<file path="src/rtl/gimbal_pkg.sv">
// Shared types, widths and the per-frame step-count rule for the gimbal step scheduler.
package gimbal_pkg;

    localparam int ERR_W = 11;
    localparam int CNT_W = 8;

    typedef enum logic [2:0] {
        ST_IDLE,
        ST_SAMPLE,
        ST_MOVE,
        ST_SETTLE,
        ST_LOST,
        ST_HOME
    } state_t;

    // Deadband first, then gain, then clamp; a just-outside-deadband error still gets one step.
    function automatic logic [CNT_W-1:0] calc_steps(input logic signed [ERR_W-1:0] e,
                                                     input int deadband,
                                                     input int gain_shift,
                                                     input int max_steps);
        logic [ERR_W-1:0] mag;
        logic [ERR_W-1:0] sh;
        mag = e[ERR_W-1] ? $unsigned(-e) : $unsigned(e);
        sh  = mag >> gain_shift;
        if (int'(mag) <= deadband)
            return '0;
        else if (sh == '0)
            return CNT_W'(1);
        else if (int'(sh) > max_steps)
            return CNT_W'(max_steps);
        else
            return CNT_W'(sh);
    endfunction

endpackage

</file>
<file path="src/rtl/step_pulse_gen.sv">
// One stepper axis: emits `count` STEP pulses, one per STEP_PERIOD slot, first pulse
// one cycle after start. abort lets a high pulse finish its width, then stops.
module step_pulse_gen
    import gimbal_pkg::*;
#(
    parameter int STEP_PERIOD = 50000,
    parameter int PULSE_WIDTH = 250
) (
    input  logic             clk,
    input  logic             reset,
    input  logic             start,
    input  logic [CNT_W-1:0] count,
    input  logic             dir,
    input  logic             abort,
    output logic             step,
    output logic             step_dir,
    output logic             done
);

    localparam int SLOT_W = (STEP_PERIOD > 2) ? $clog2(STEP_PERIOD) : 1;
    localparam logic [SLOT_W-1:0] SLOT_LAST = SLOT_W'(STEP_PERIOD - 1);
    localparam logic [SLOT_W-1:0] PW_LAST   = SLOT_W'(PULSE_WIDTH - 1);

    logic [SLOT_W-1:0] slot;
    logic [CNT_W-1:0]  remain;
    logic              armed;
    logic              run;

    always_ff @(posedge clk or negedge reset) begin
        if (!reset) begin
            slot     <= '0;
            remain   <= '0;
            armed    <= 1'b0;
            run      <= 1'b0;
            step_dir <= 1'b0;
        end else if (start) begin
            armed    <= 1'b1;
            run      <= 1'b0;
            remain   <= count;
            slot     <= '0;
            step_dir <= dir;
        end else if (armed) begin
            // one-cycle gap so DIR settles before the first rising edge
            armed <= 1'b0;
            run   <= (remain != '0) && !abort;
            slot  <= '0;
        end else if (run) begin
            if (abort && slot >= PW_LAST) begin
                run <= 1'b0;
            end else if (slot == SLOT_LAST) begin
                slot   <= '0;
                remain <= remain - 1'b1;
                run    <= (remain != CNT_W'(1));
            end else begin
                slot <= slot + 1'b1;
            end
        end
    end

    assign step = run && (slot < SLOT_W'(PULSE_WIDTH));
    assign done = !armed && !run;

endmodule

</file>
<file path="src/rtl/gimbal_step_scheduler.sv">
// Per-frame pan/tilt step scheduler with target-loss tracking.
// Optional GIMBAL_HOME_RETURN_EN: track position and step back to origin on loss.
module gimbal_step_scheduler
    import gimbal_pkg::*;
#(
    parameter int CENTER_X    = 320,
    parameter int CENTER_Y    = 240,
    parameter int DEADBAND    = 8,
    parameter int GAIN_SHIFT  = 2,
    parameter int MAX_STEPS   = 32,
    parameter int STEP_PERIOD = 50000,
    parameter int PULSE_WIDTH = 250,
    parameter int SETTLE_CYC  = 100000,
    parameter int LOST_FRAMES = 30
) (
    input  logic       clk,
    input  logic       reset,
    input  logic       frame_tick,
    input  logic       is_locked,
    input  logic       target_valid,
    input  logic [9:0] target_x,
    input  logic [9:0] target_y,
    output logic       pan_step,
    output logic       pan_dir,
    output logic       tilt_step,
    output logic       tilt_dir,
    output logic       motor_en,
    output logic       busy,
    output logic       lost
);

    localparam int LOST_W = $clog2(LOST_FRAMES + 1);
    localparam int SET_W  = (SETTLE_CYC > 2) ? $clog2(SETTLE_CYC) : 1;
`ifdef GIMBAL_HOME_RETURN_EN
    localparam state_t LOST_ENTRY = ST_HOME;
`else
    localparam state_t LOST_ENTRY = ST_LOST;
`endif

    state_t                  state, state_nxt;
    logic [LOST_W-1:0]       lost_cnt;
    logic [SET_W-1:0]        settle_cnt;
    logic [9:0]              tgt_x, tgt_y;
    logic                    halt_q, halt_d;
    logic                    motor_en_d;
    logic                    pan_start, tilt_start, gen_abort;
    logic [CNT_W-1:0]        pan_cnt, tilt_cnt;
    logic                    pan_dir_d, tilt_dir_d;
    logic                    pan_done, tilt_done;
    logic signed [ERR_W-1:0] ex, ey;
    logic [CNT_W-1:0]        ex_steps, ey_steps;
    logic                    good_frame, lost_hit, both_done, stop_req;

    assign ex       = $signed({1'b0, tgt_x}) - ERR_W'(CENTER_X);
    assign ey       = $signed({1'b0, tgt_y}) - ERR_W'(CENTER_Y);
    assign ex_steps = calc_steps(ex, DEADBAND, GAIN_SHIFT, MAX_STEPS);
    assign ey_steps = calc_steps(ey, DEADBAND, GAIN_SHIFT, MAX_STEPS);

    assign good_frame = frame_tick && is_locked && target_valid;
    assign lost_hit   = (lost_cnt == LOST_W'(LOST_FRAMES));
    assign both_done  = pan_done && tilt_done;
    assign stop_req   = lost_hit || !is_locked;

`ifdef GIMBAL_HOME_RETURN_EN
    logic signed [15:0] pos_x, pos_y;
    logic               pan_step_q, tilt_step_q;

    function automatic logic [CNT_W-1:0] home_steps(input logic signed [15:0] p);
        logic [15:0] m;
        m = p[15] ? $unsigned(-p) : $unsigned(p);
        return (m > 16'(MAX_STEPS)) ? CNT_W'(MAX_STEPS) : CNT_W'(m);
    endfunction

    // every issued pulse moves the axis one step in its latched direction
    always_ff @(posedge clk or negedge reset) begin
        if (!reset) begin
            pos_x       <= '0;
            pos_y       <= '0;
            pan_step_q  <= 1'b0;
            tilt_step_q <= 1'b0;
        end else begin
            pan_step_q  <= pan_step;
            tilt_step_q <= tilt_step;
            if (pan_step && !pan_step_q)
                pos_x <= pos_x + (pan_dir ? 16'sd1 : -16'sd1);
            if (tilt_step && !tilt_step_q)
                pos_y <= pos_y + (tilt_dir ? 16'sd1 : -16'sd1);
        end
    end
`endif

    always_comb begin
        state_nxt  = state;
        halt_d     = halt_q;
        gen_abort  = halt_q;
        pan_start  = 1'b0;
        tilt_start = 1'b0;
        pan_cnt    = ex_steps;
        tilt_cnt   = ey_steps;
        pan_dir_d  = !ex[ERR_W-1] && (ex != '0);
        tilt_dir_d = !ey[ERR_W-1] && (ey != '0);
        case (state)
            ST_IDLE: begin
                if (lost_hit)        state_nxt = LOST_ENTRY;
                else if (good_frame) state_nxt = ST_SAMPLE;
            end
            ST_SAMPLE: begin
                if (lost_hit)                                 state_nxt = LOST_ENTRY;
                else if (!is_locked)                          state_nxt = ST_IDLE;
                else if (ex_steps == '0 && ey_steps == '0)    state_nxt = ST_IDLE;
                else begin
                    pan_start  = 1'b1;
                    tilt_start = 1'b1;
                    state_nxt  = ST_MOVE;
                end
            end
            ST_MOVE: begin
                // halt is sticky so a brief lock glitch still ends the burst
                gen_abort = halt_q || stop_req;
                if (stop_req) halt_d = 1'b1;
                if (both_done) begin
                    halt_d = 1'b0;
                    if (lost_hit)                    state_nxt = LOST_ENTRY;
                    else if (halt_q || !is_locked)   state_nxt = ST_IDLE;
                    else                             state_nxt = ST_SETTLE;
                end
            end
            ST_SETTLE: begin
                if (lost_hit)                                  state_nxt = LOST_ENTRY;
                else if (!is_locked)                           state_nxt = ST_IDLE;
                else if (settle_cnt == SET_W'(SETTLE_CYC - 1)) state_nxt = ST_IDLE;
            end
            ST_LOST: begin
                if (good_frame) state_nxt = ST_IDLE;
            end
`ifdef GIMBAL_HOME_RETURN_EN
            ST_HOME: begin
                gen_abort = halt_q || good_frame;
                if (good_frame) halt_d = 1'b1;
                if (both_done) begin
                    if (halt_q || good_frame) begin
                        halt_d    = 1'b0;
                        state_nxt = ST_IDLE;
                    end else if (pos_x == '0 && pos_y == '0) begin
                        state_nxt = ST_LOST;
                    end else begin
                        pan_start  = 1'b1;
                        tilt_start = 1'b1;
                        pan_cnt    = home_steps(pos_x);
                        tilt_cnt   = home_steps(pos_y);
                        pan_dir_d  = pos_x[15];
                        tilt_dir_d = pos_y[15];
                    end
                end
            end
`endif
            default: state_nxt = ST_IDLE;
        endcase

        case (state_nxt)
            ST_IDLE: motor_en_d = is_locked;
            ST_LOST: motor_en_d = 1'b0;
            default: motor_en_d = 1'b1;
        endcase
    end

    always_ff @(posedge clk or negedge reset) begin
        if (!reset) begin
            state      <= ST_IDLE;
            lost_cnt   <= '0;
            settle_cnt <= '0;
            tgt_x      <= '0;
            tgt_y      <= '0;
            halt_q     <= 1'b0;
            motor_en   <= 1'b0;
        end else begin
            state      <= state_nxt;
            halt_q     <= halt_d;
            motor_en   <= motor_en_d;
            settle_cnt <= (state == ST_SETTLE) ? settle_cnt + 1'b1 : '0;
            if (state == ST_IDLE && good_frame) begin
                tgt_x <= target_x;
                tgt_y <= target_y;
            end
            if (frame_tick) begin
                if (!is_locked || target_valid) lost_cnt <= '0;
                else if (!lost_hit)             lost_cnt <= lost_cnt + 1'b1;
            end
        end
    end

    assign busy = (state == ST_SAMPLE) || (state == ST_MOVE) || (state == ST_SETTLE);
    assign lost = (state == ST_LOST);

    step_pulse_gen #(.STEP_PERIOD(STEP_PERIOD), .PULSE_WIDTH(PULSE_WIDTH)) u_pan (
        .clk      (clk),
        .reset    (reset),
        .start    (pan_start),
        .count    (pan_cnt),
        .dir      (pan_dir_d),
        .abort    (gen_abort),
        .step     (pan_step),
        .step_dir (pan_dir),
        .done     (pan_done)
    );

    step_pulse_gen #(.STEP_PERIOD(STEP_PERIOD), .PULSE_WIDTH(PULSE_WIDTH)) u_tilt (
        .clk      (clk),
        .reset    (reset),
        .start    (tilt_start),
        .count    (tilt_cnt),
        .dir      (tilt_dir_d),
        .abort    (gen_abort),
        .step     (tilt_step),
        .step_dir (tilt_dir),
        .done     (tilt_done)
    );

endmodule

</file>
<file path="config.mk">
export PLATFORM = sky130hd
export DESIGN_NAME = gimbal_step_scheduler
export DESIGN_NICKNAME = d
export VERILOG_FILES = /design/src/rtl/gimbal_pkg.sv /design/src/rtl/step_pulse_gen.sv /design/src/rtl/gimbal_step_scheduler.sv
export SDC_FILE = /design/constraint.sdc
export NUM_CORES = 1
export LEC_CHECK = 0
export ABC_AREA = 1
export BUFFER_PORTS_ARGS = -buffer_cell sky130_fd_sc_hd__buf_4
export CORE_UTILIZATION = 45
export DETAILED_ROUTE_END_ITERATION = 6
export SETUP_SLACK_MARGIN = 0.05
export SLEW_MARGIN = 10
export SYNTH_ARGS = -nofsm -noshare
export SYNTH_HDL_FRONTEND = slang
export SYNTH_SLANG_ARGS = --single-unit
</file>
<file path="constraint.sdc">
create_clock -name clk -period 3.2 [get_ports clk]
set_input_delay 0.32 -clock clk [delete_from_list [all_inputs] [get_ports clk]]
set_output_delay 0.32 -clock clk [all_outputs]
set_load 0.005 [all_outputs]
</file>
# After elaboration in Yosys (flattened, before gate mapping)

Index checks and enable logic that the tools add are counted.

Multiplexer cells: 63
Add/subtract/negate cells: 10
Reduce and logical (&&, ||, !) cells: 51
$lt $le $gt $ge: 8
Eq/ne operators: 17

Operator list:

| operator                                                                              | number |
|---|---|
| 16-bit two-way mux                                                                    | 10 |
| 8-bit two-way mux                                                                     | 16 |
| 16-bit by 1-bit adder with 16-bit output (second input constant)                      | 2 |
| 16-bit == test (second input constant)                                                | 2 |
| 16-bit by 8-bit greater-or-equal comparator with 1-bit output (second input constant) | 2 |
| 16-bit by 8-bit < comparator with 1-bit output (second input constant)                | 2 |
| 3-bit two-way mux                                                                     | 9 |
| 11-bit by 4-bit less-or-equal comparator with 1-bit output (second input constant)    | 2 |
| 11-bit logical NOT                                                                    | 2 |
| 11-bit two-way mux                                                                    | 2 |
| 11-bit negator                                                                        | 2 |
| 11-bit nonzero test                                                                   | 2 |
| 9-bit by 6-bit > comparator with 1-bit output (second input constant)                 | 2 |
| 1-bit two-way mux                                                                     | 18 |
| 17-bit by 1-bit adder with 17-bit output (second input constant)                      | 1 |
| 17-bit == test (second input constant)                                                | 1 |
| 17-bit two-way mux                                                                    | 1 |
| 8-bit logical NOT                                                                     | 2 |
| 8-bit by 1-bit inequality test with 1-bit output (second input constant)              | 2 |
| 8-bit nonzero test                                                                    | 2 |
| 8-bit by 1-bit subtractor with 8-bit output (second input constant)                   | 2 |
| 1-bit logical AND                                                                     | 15 |
| 3-bit case mux with 5 select lines                                                    | 1 |
| 10-bit by 8-bit subtractor with 11-bit output (second input constant)                 | 1 |
| 19 further kinds                                                                      | 48 |

Flip-flop bits (word level): 100
Input port bits: 25
Output and inout port bits: 7
Word-level logic and storage cells: 165

# Logic depth before layout (Yosys ltp)

Gate-level depths: netlist of run 1.

Depth in word-level cells: 15
Gate-level depth with buffers: 21
Mapped depth without buffers: 19

# By module

A second synthesis of run 1 with hierarchy kept.

Cells, all modules: 989
Area, all modules: 6902.9 um2

By module, submodules not included:

| module                  | cells each | times used | area an instance (um2) | seq. area each (um2) |
|---|---|---|---|---|
| gimbal_step_scheduler   | 410        | 1          | 2962.8                 | 1176.1 |
| step_pulse_gen (u_tilt) | 290        | 1          | 1973.1                 | 675.6 |
| step_pulse_gen (u_pan)  | 289        | 1          | 1966.9                 | 675.6 |

# Worst setup path before layout of run 1

OpenSTA, ideal clock, no wires.

Path kind: reg2reg
Start: reg tgt_x[6]
End: reg u_tilt.slot[15]
Data required time: 3.078 ns
Setup slack: 0.889 ns
Period minus slack after synthesis: 2.311 ns
Stages on the path, launching flop included: 19
Arrival: 2.189 ns
Path buffers: 3
Library setup time: 0.122 ns
Cells stage by stage: dfrtp_1 > inv_1 > ha_1 > inv_2 > a21oi_4 > buf_6 > nand3_1 > nand2_2 > nand2_2 > nor2_2 > nand3_1 > nand2_2 > nand2_4 > nand2_4 > buf_12 > buf_8 > o211ai_1 > nand2_1 > nand2_1

Word-level cells in the longest chain between the ends: 15
Elaborated cells on any way between the ends: 19
Classes of those cells: add/sub: 2; order compare: 2; eq/ne: 1; mux: 9; reduce/logical: 5

RTL lines:

| what                                                                                                           | line                         | RTL |
|---|---|---|
| start, declared                                                                                                | gimbal_step_scheduler.sv:43  | `logic [9:0] tgt_x, tgt_y;` |
| start signal, assigned                                                                                         | gimbal_step_scheduler.sv:182 | `tgt_x <= target_x;` |
| 10-bit by 9-bit subtractor with 11-bit output (*)                                                              | gimbal_step_scheduler.sv:54  | `assign ex = $signed({1'b0, tgt_x}) - ERR_W'(CENTER_X);` |
| 11-bit negator                                                                                                 | gimbal_pkg.sv:23             | `mag = e[ERR_W-1] ? $unsigned(-e) : $unsigned(e);` |
| 11-bit two-way mux (*)                                                                                         | gimbal_pkg.sv:23             |  |
| 9-bit by 6-bit > comparator with 1-bit output                                                                  | gimbal_pkg.sv:29             | `else if (int'(sh) > max_steps)` |
| 8-bit two-way mux                                                                                              | gimbal_pkg.sv:29             |  |
| 8-bit two-way mux                                                                                              | gimbal_pkg.sv:27             | `else if (sh == '0)` |
| 8-bit two-way mux (*)                                                                                          | gimbal_pkg.sv:25             | `if (int'(mag) <= deadband)` |
| 8-bit logical NOT (*)                                                                                          | gimbal_step_scheduler.sv:110 | `else if (ex_steps == '0 && ey_steps == '0) state_nxt = ST_IDLE;` |
| 1-bit logical AND (*)                                                                                          | gimbal_step_scheduler.sv:110 |  |
| 1-bit two-way mux (*)                                                                                          | gimbal_step_scheduler.sv:110 |  |
| 1-bit two-way mux (*)                                                                                          | gimbal_step_scheduler.sv:109 | `else if (!is_locked) state_nxt = ST_IDLE;` |
| 1-bit two-way mux (*)                                                                                          | gimbal_step_scheduler.sv:108 | `if (lost_hit) state_nxt = LOST_ENTRY;` |
| 1-bit two-way mux (*)                                                                                          | gimbal_step_scheduler.sv:102 | `case (state)` |
| 3-bit by 2-bit inequality test with 1-bit output (no source line) / 3-bit nonzero test (equally long branches) | n/a                          |  |
| 2-bit AND reduction (no source line)                                                                           | n/a                          |  |
| end signal, assigned                                                                                           | step_pulse_gen.sv:55         | `slot <= slot + 1'b1;` |
| end, declared                                                                                                  | step_pulse_gen.sv:24         | `logic [SLOT_W-1:0] slot;` |

Every way passes the cells marked *; elsewhere a longest branch is shown, timed or not.
A chain may end at the register's enable or synchronous reset.

# Worst setup path after layout of run 1

Start: reg tgt_x[6]
End: reg u_tilt.remain[2]

Word-level cells in the longest chain between the ends: 15
Elaborated cells on any way between the ends: 21
Classes of those cells: add/sub: 2; order compare: 2; eq/ne: 2; mux: 9; reduce/logical: 6

RTL lines:

| what                                                                                | line                         | RTL |
|---|---|---|
| 10-bit by 9-bit subtractor with 11-bit output (*)                                   | gimbal_step_scheduler.sv:54  |  |
| 11-bit negator                                                                      | gimbal_pkg.sv:23             |  |
| 11-bit two-way mux (*)                                                              | gimbal_pkg.sv:23             |  |
| 9-bit by 6-bit > comparator with 1-bit output                                       | gimbal_pkg.sv:29             |  |
| 8-bit two-way mux                                                                   | gimbal_pkg.sv:29             |  |
| 8-bit two-way mux                                                                   | gimbal_pkg.sv:27             |  |
| 8-bit two-way mux (*)                                                               | gimbal_pkg.sv:25             |  |
| 8-bit logical NOT (*)                                                               | gimbal_step_scheduler.sv:110 |  |
| 1-bit logical AND (*)                                                               | gimbal_step_scheduler.sv:110 |  |
| 1-bit two-way mux (*)                                                               | gimbal_step_scheduler.sv:110 |  |
| 1-bit two-way mux (*)                                                               | gimbal_step_scheduler.sv:109 |  |
| 1-bit two-way mux (*)                                                               | gimbal_step_scheduler.sv:108 |  |
| 1-bit two-way mux (*)                                                               | gimbal_step_scheduler.sv:102 |  |
| 2-bit inequality test (no source line) / 2-bit nonzero test (equally long branches) | n/a                          |  |
| 4-bit AND reduction (no source line)                                                | n/a                          |  |
| end signal, assigned                                                                | step_pulse_gen.sv:39         | `remain <= count;` |
| end signal, assigned                                                                | step_pulse_gen.sv:52         | `remain <= remain - 1'b1;` |
| end, declared                                                                       | step_pulse_gen.sv:25         | `logic [CNT_W-1:0] remain;` |

Marked as above.

==> summary.md, run 1 <==
| Metric | Value |
|---|---|
| FF-to-FF setup slack | `0.38 ns` |
| Slew at the pin closest to its max-slew limit | `0.779 ns` |
| Peak supply drop | `0.439 mV` |
| Vias | `between 5000 and 6000` |
| DR pass1 iterations | `4` |
| Largest net degree at the start of global routing | `between 50 and 60` |
| Number of hold buffers added after CTS | `0` |
| Clock root buffer | `clkbuf_16` |
| Number of fill cells | `1503` |
| Net Sw Frac | `44.4%` |
| Main flop type after synthesis | `dfrtp_1` |
| Min-delay worst type | `input pin to async pin` |
| N_diodes | `0` |
| Count of final max-slew check failures | `0` |
| Setup TNS | `0 ns` |
| Routed vias/inst | `5.04` |
| Die W | `124 um` |
| Skew final | `about 0.0074 ns` |
| Global-route wire length before repair | `25400 um` |
| Dpl hpwl | `10200 um` |
| Syn Inst Count | `971` |
| Initial core utilization | `approximately 46%` |
| Synthesis-to-layout area growth | `10.5%` |
| Power density over the cells | `774 nW/um2` |
| RSZ-0062 raised after global routing | `no` |
| Library cells used by synthesis | `45` |
| Fmax | `355 MHz` |
| Area of the die | `around 15000 um2` |
| Post-synth EDFFs | `0` |
| Vias in the first global route | `about 5400` |
| CTS tree | `built` |
| Register-to-Register Path Depth | `19` |
| Clk pwr share | `19.9%` |
| DR WL/cell | `~12 um` |
| GPL Wtd Cong | `0.834` |
| Initial antenna violation count | `0` |
| Net switching power figure | `roughly 2.6 mW` |
| Sequential power share | `32.4%` |
| Clk sinks | `100` |
| Commonest cells after routing, fill and taps aside | `nand2_1, inv_1, nor2_1` |
| Slew HR | `48.0%` |
| Mapped Area | `6720 um2` |
| Worst skew pair latency | `between 0.3 and 0.4 ns` |
| Synthesized area per cell | `6.92 um2` |
| Worst-path clk slew | `0.07 ns` |
| Critical path capture point type | `flip-flop` |
| # rows | `44` |
| Final Critical Period | `~2.8 ns` |
| Final setup viols | `0` |
| Final WL | `roughly 14000 um` |
| Core area | `roughly 15000 um2` |
| Tcrit/Tclk final | `roughly 90%` |
| Reg2reg end | `u_tilt.remain[2]$_DFFE_PN0P_` |
| Static leakage power | `3.68 nW` |
| Startpoint types | `flip-flop` |
| Most common cell after layout, fill and taps aside | `nand2_1` |
| Final hold slack | `~0.014 ns` |
| Combinational Power Share | `47.7%` |
| Synth warn | `0` |
| Number of DRC markers in iteration 0 | `346` |
| Post-synthesis sequential area ratio | `between 30% and 40%` |
| Final hold violations | `0` |
| Synth async-reset ratio | `100%` |
| Max-Cap Viols | `0` |
| Nets | `~1000` |
| H-Tree Depth | `3` |
| GRT Overall Usage | `between 10% and 20%` |
| Remaining global-route overflow | `0` |
| PortBufs | `31` |
| Die height | `~120 um` |
| Critical path type | `flip-flop to flip-flop` |
| Boundary Pins | `32` |
| Cts bufs inserted | `9` |
| Synth Register Bits | `100` |
| Crit-path max FO | `23` |
| Layout cells sized above 1 | `9.79%` |
| Syn_nets | `about 1000` |
| RR Startpoint | `tgt_x[6]$_DFFE_PN0P_` |
| Outcome | `complete, no violations` |
| Detail Route Antenna Nets | `0` |
| CP required | `3.50 ns` |
| Internal power | `3.19 mW` |
| Arrival @ worst endpoint | `3.11 ns` |
| # DRC | `0` |
| Clk buf depth | `2` |
cells in the mapped netlist (2+ instances only):
cell / number / share of area (%)
inv_2: 5 / 0.28
a211oi_1: 2 / 0.22
nand2_2: 16 / 1.5
nand3b_1: 4 / 0.45
ha_1: 16 / 3.0
o311ai_0: 8 / 1.0
or2_2: 3 / 0.28
nand2_4: 2 / 0.33
dfrtp_1: 100 / 37
a21oi_1: 43 / 3.2
a2111oi_0: 2 / 0.26
buf_4: 4 / 0.45
a31oi_1: 4 / 0.37
nor2_2: 6 / 0.56
buf_6: 3 / 0.50
nand2_1: 263 / 15
and3_1: 2 / 0.19
nand4_1: 21 / 2.0
xor2_1: 9 / 1.2
o21a_1: 7 / 0.78
nor2_4: 3 / 0.50
nand3_1: 91 / 6.8
o21ai_0: 48 / 3.6
nor4_1: 5 / 0.47
buf_2: 7 / 0.52
xnor2_1: 6 / 0.78
clkbuf_1: 10 / 0.56
nor3_1: 36 / 2.7
inv_1: 123 / 6.9
o211ai_1: 2 / 0.22
nor3b_1: 4 / 0.45
buf_8: 3 / 0.67
nor2_1: 101 / 5.6
repair_timing:
item,in CTS,in global routing
endpoints found under the setup margin,0,36
buffers inserted,0,5
resized for setup,0,3
sequential cells by signal (all words and copies together) (netlist names), 3 cells and up:
| name | count |
|---|---|
| settle_cnt | 17 |
| u_pan.slot | 16 |
| u_tilt.slot | 16 |
| tgt_x | 10 |
| tgt_y | 10 |
| u_pan.remain | 8 |
| u_tilt.remain | 8 |
| lost_cnt | 5 |
| state | 3 |
per-layer routing:
metal,GRT usage (%),wire length [um]
met3,4.48,425
met1,26.9,7210
met4,4.61,144
met5,0,0
met2,31.6,6560
worst max-delay path, cell delays in order, from the launching register on:
cell and delay [ns]:
dfrtp_1 0.39, inv_1 0.14, ha_1 0.22, inv_2 0.06, a21oi_4 0.26, nand2_1 0.14, nand2_1 0.09, nand2_1 0.06
nand2_2 0.08, inv_2 0.05, nor2_2 0.12, nand3_1 0.10, nand2_2 0.10, nand2_4 0.10, nand2_8 0.17, clkinvlp_4 0.22
clkbuf_2 0.20, o21ai_0 0.10, nand2_1 0.07, nand2_1 0.06
how the worst max path moves through the flow:
stage | end | slack [ns] | start
global placement | u_tilt.slot[15]$_DFFE_PN0P_ | 0.30 | tgt_x[6]$_DFFE_PN0P_
floorplan | u_tilt.slot[15]$_DFFE_PN0P_ | 0.89 | tgt_x[6]$_DFFE_PN0P_
finish | u_tilt.remain[2]$_DFFE_PN0P_ | 0.38 | tgt_x[6]$_DFFE_PN0P_
detailed placement | u_tilt.slot[15]$_DFFE_PN0P_ | 0.21 | tgt_x[6]$_DFFE_PN0P_
CTS | u_tilt.slot[15]$_DFFE_PN0P_ | 0.20 | tgt_x[6]$_DFFE_PN0P_
global route | u_tilt.remain[2]$_DFFE_PN0P_ | 0.16 | tgt_x[6]$_DFFE_PN0P_
power groups by stage:
stage	clock [mW]	combinational [mW]	sequential, mW
CTS	1.19	2.66	1.86
global route	1.24	3.15	1.92
floorplan	0	2.19	1.80
finish	1.15	2.74	1.86
detailed placement	0	2.64	1.88
global placement	0	2.62	1.88
cell type report:
class | count | area (um2) | area share (%)
repair buffers | 43 | 362 | 4.87
inverters | 130 | 494 | 6.65
multi-input cells | 713 | 3540 | 47.6
clock buffers | 9 | 225 | 3.03
clock inverters | 6 | 78.8 | 1.06
well taps | 184 | 230 | 3.10
flip-flops and latches | 100 | 2500 | 33.7
stage by stage:
step                total power [mW]  worst slack, ns  utilization [%]  std cells  area [um2]
floorplan                       3.99            0.889                -        971        6720
global placement                4.51            0.297             48.5       1165        7050
detailed placement              4.53            0.207             48.5       1165        7050
CTS                             5.71            0.201             50.6       1180        7350
global route                    6.31            0.162             51.1       1185        7430
finish                          5.75            0.383             51.1       1185        7430
cell families (layout without fill, tap and decap cells):
| group | after synthesis | in the layout | synth area share, % |
|---|---|---|---|
| AO/OA/AOI/OAI | 125 | 125 | 11.1 |
| XOR/XNOR | 15 | 15 | 1.95 |
| adder cells (fa/ha/maj) | 16 | 16 | 2.98 |
| buffers and inverters | 158 | 188 | 10.3 |
| flip-flops | 100 | 100 | 37.2 |
| AND/OR/NAND/NOR | 557 | 557 | 36.4 |
Power figures use the tool's default switching activity.
==> run 2, diff against run 1 <==
--- a/config.mk
+++ b/config.mk
@@ -13,4 +13,5 @@
 export SLEW_MARGIN = 10
 export SYNTH_ARGS = -nofsm -noshare
 export SYNTH_HDL_FRONTEND = slang
+export SYNTH_HIERARCHICAL = 1
 export SYNTH_SLANG_ARGS = --single-unit
==> run 2 against run 1 <==
Register-to-register slack got worse by 0.12 ns. Design area is 6.3% higher. Area after synthesis is 2.7% higher. Die area increased by 2.6%. Global-route usage is 0.75 points higher. Worst hold slack gained 0.15 ns. Count of clock-buffer cells in the layout is the same. Critical endpoint is now u_pan/remain[7]$_DFFE_PN0P_. Largest cell class unchanged. Highest routed layer unchanged.
==> summary.md, run 2 <==
| Metric | Value |
|---|---|
| Outcome | `complete, no violations` |
| Final Critical Period | `2.94 ns` |
| Combinational Power Share | `47.7%` |
| Critical path type | `flip-flop to flip-flop` |
| Clk pwr share | `19.5%` |
| Count of final max-slew check failures | `0` |
| Final hold slack | `0.159 ns` |
| Remaining global-route overflow | `0` |
| Slew at the pin closest to its max-slew limit | `0.593 ns` |
| Worst hold path depth | `2` |
| Die height | `126 um` |
| Routed vias/inst | `5.09` |
| Most flops, register | `settle_cnt` |
| Skew final | `~0.011 ns` |
| GRT Overall Usage | `20.4%` |
| Metal3 WL | `663 um` |
| Number of fill cells | `1447` |
| CP required | `3.50 ns` |
| Most numerous cell in the Yosys netlist | `nand2_1` |
| Synth async-reset ratio | `between 90% and 100%` |
| Adder and majority gate portion of the synthesized area | `3.26%` |
| Peak supply drop | `about 0.45 mV` |
| Synth warn | `6` |
| Power density over the cells | `771 nW/um2` |
| Max layer used | `met4` |
| # rows | `44` |
| Arrival @ worst endpoint | `3.24 ns` |
| Mux contribution to synthesized area | `0.979%` |
| Static leakage power | `3.89 nW` |
| Initial antenna violation count | `0` |
| Library cells used by synthesis | `49` |
| Setup TNS | `0 ns` |
| Syn Inst Count | `989` |
| Register-to-Register Path Depth | `19` |
| Number of DRC markers in iteration 0 | `~460` |
| Worst skew pair latency | `around 0.36 ns` |
| Main flop type after synthesis | `dfrtp_1` |
| RSZ-0062 raised after global routing | `no` |
| Layout cells sized above 1 | `~14%` |
| Detail Route Antenna Nets | `0` |
| Vias | `6258` |
| Area of the die | `approximately 16000 um2` |
| Final worst slack | `0.263 ns` |
| Net switching power figure | `between 2 and 3 mW` |
| Clk sinks | `just over 100` |
| Design Power | `between 6 and 7 mW` |
| # DRC | `0` |
| Largest family of logic cells by synthesized area | `simple AND/OR/NAND/NOR gates` |
| Internal power | `3.39 mW` |
| DR pass1 iterations | `5` |
| Post-synthesis sequential area ratio | `between 30% and 40%` |
| Global-route wire length before repair | `26700 um` |
| Final setup viols | `0` |
| Core area | `14800 um2` |
| Slew HR | `60.3%` |
| Clk buf depth | `2` |
| Fmax | `340 MHz` |
| Crit-path max FO | `15` |
| Synth Register Bits | `101` |
| PortBufs | `31` |
| Synthesis-to-layout area growth | `14.4%` |
| Initial core utilization | `between 40% and 50%` |
| Tcrit/Tclk final | `91.8%` |
| Die W | `126 um` |
| Post-synth EDFFs | `0` |
| Final hold violations | `0` |
| M1 wire length | `7710 um` |
| GPL Wtd Cong | `0.895` |
| Net Sw Frac | `44.4%` |
| Top cells by count, synth | `nand2_1, nor2_1, inv_1` |
| Nets | `1083` |
| Min-delay worst type | `input pin to flip-flop` |
| CTS tree | `built` |
| N_diodes | `0` |
| Cts bufs inserted | `9` |
| Max reg flops | `17` |
| Max-Cap Viols | `0` |
| Dpl hpwl | `11100 um` |
| Synthesized area per cell | `6.98 um2` |
| Synth Area in Compound Gates | `8.95%` |
| DR WL/cell | `12.6 um` |
| Final WL | `15500 um` |
| Clock root buffer | `clkbuf_16` |
| Pre-CTS setup slack | `0.164 ns` |
| Commonest cells after routing, fill and taps aside | `nand2_1, nor2_1, inv_1` |
| Largest cells by area after synthesis | `dfrtp_1, nand2_1, nor2_1` |
| Most common cell after layout, fill and taps aside | `nand2_1` |
| H-Tree Depth | `3` |
| Largest registers | `settle_cnt (17), u_pan/slot (16), u_tilt/slot (16)` |
| Critical path capture point type | `flip-flop` |
| Post-Synth Simple-Gate Area | `38.6%` |
| Startpoint types | `flip-flop` |
| Vias in the first global route | `5804` |
| Mapped Area | `6900 um2` |
| Dominant cell type by area after synthesis | `dfrtp_1` |
| Top-area cell type share of the netlist area | `36.6%` |
| Worst-path clk slew | `0.08 ns` |
| Sequential power share | `around a third` |
| Largest net degree at the start of global routing | `31` |
| Boundary Pins | `32` |
| DR WL met2 | `6950 um` |
| XOR/XNOR Fraction of Synth Area | `2.92%` |
## run 2: power by group through the flow
stage	Combinational [mW]	Sequential (mW)	Clock [mW]
after floorplan	2.20	1.90	0
after global placement	2.70	2.01	0
after detailed placement	2.72	2.00	0
after CTS	2.74	1.98	1.23
after global routing	3.36	2.06	1.28
final	2.91	2.00	1.19
## run 2: final cells by class
type / count / area (um2) / area share (%)
multi-input cells: 753 / 3860 / 48.8
flip-flops and latches: 101 / 2530 / 32.0
repair buffers: 57 / 495 / 6.27
inverters: 118 / 458 / 5.80
well taps: 184 / 230 / 2.91
clock buffers: 9 / 225 / 2.85
clock inverters: 7 / 105 / 1.33
## run 2: timing repair
action,4_1_cts,5_1_grt
hold endpoints to repair,24,0
setup endpoints to repair,0,35
setup buffers,0,8
hold buffers,1,0
resized for setup,0,23
## run 2: critical path, cell delays in order (launching register included)
cell	delay, ns
dfrtp_1	0.39
inv_2	0.08
ha_1	0.16
inv_1	0.06
a21oi_2	0.19
buf_6	0.14
o21ai_0	0.10
xor2_1	0.30
a21oi_2	0.11
nor2_2	0.14
nand2_2	0.09
nand4_4	0.09
clkinvlp_4	0.23
buf_6	0.19
clkinvlp_4	0.10
buf_12	0.16
nand2_1	0.06
o21ai_0	0.14
nand2_1	0.08
nand2_1	0.05
## run 2: cell families after synthesis
family / after synthesis
buf+inv: 139
mux: 6
compound gates: 104
fa+ha+maj: 18
flops: 101
other cells: 1
simple gates: 597
xor+xnor: 23
## run 2: metrics by stage
step           std cells  util (%)  instance area, um2
3_3_place_gp        1200      49.9                7360
4_1_cts             1217      52.2                7700
3_5_place_dp        1200      49.9                7360
6_report            1229      53.5                7900
2_1_floorplan        992         -                6910
5_1_grt             1229      53.5                7900
## run 2: layer usage
| layer | track usage, % | vias up |
|---|---|---|
| met2 | 32.6 | 140 |
| met4 | 4.82 | 0 |
| met1 | 28.4 | 2799 |
| li1 | - | 3305 |
| met3 | 4.29 | 14 |
| met5 | 0 | - |
## run 2: path summary, 6_finish.rpt
path	start	endpoint	slack, ns
worst min register to register	settle_cnt[0]$_DFF_PN0_	settle_cnt[0]$_DFF_PN0_	0.47
min in group asynchronous	reset	u_pan/slot[11]$_DFFE_PN0P_	0.41
max in group asynchronous	reset	tgt_y[4]$_DFFE_PN0P_	2.11
worst max register to register	tgt_x[6]$_DFFE_PN0P_	u_pan/remain[7]$_DFFE_PN0P_	0.26
worst min-delay path	target_valid	lost_cnt[1]$_DFFE_PN0P_	0.16
worst max-delay path	tgt_x[6]$_DFFE_PN0P_	u_pan/remain[7]$_DFFE_PN0P_	0.26
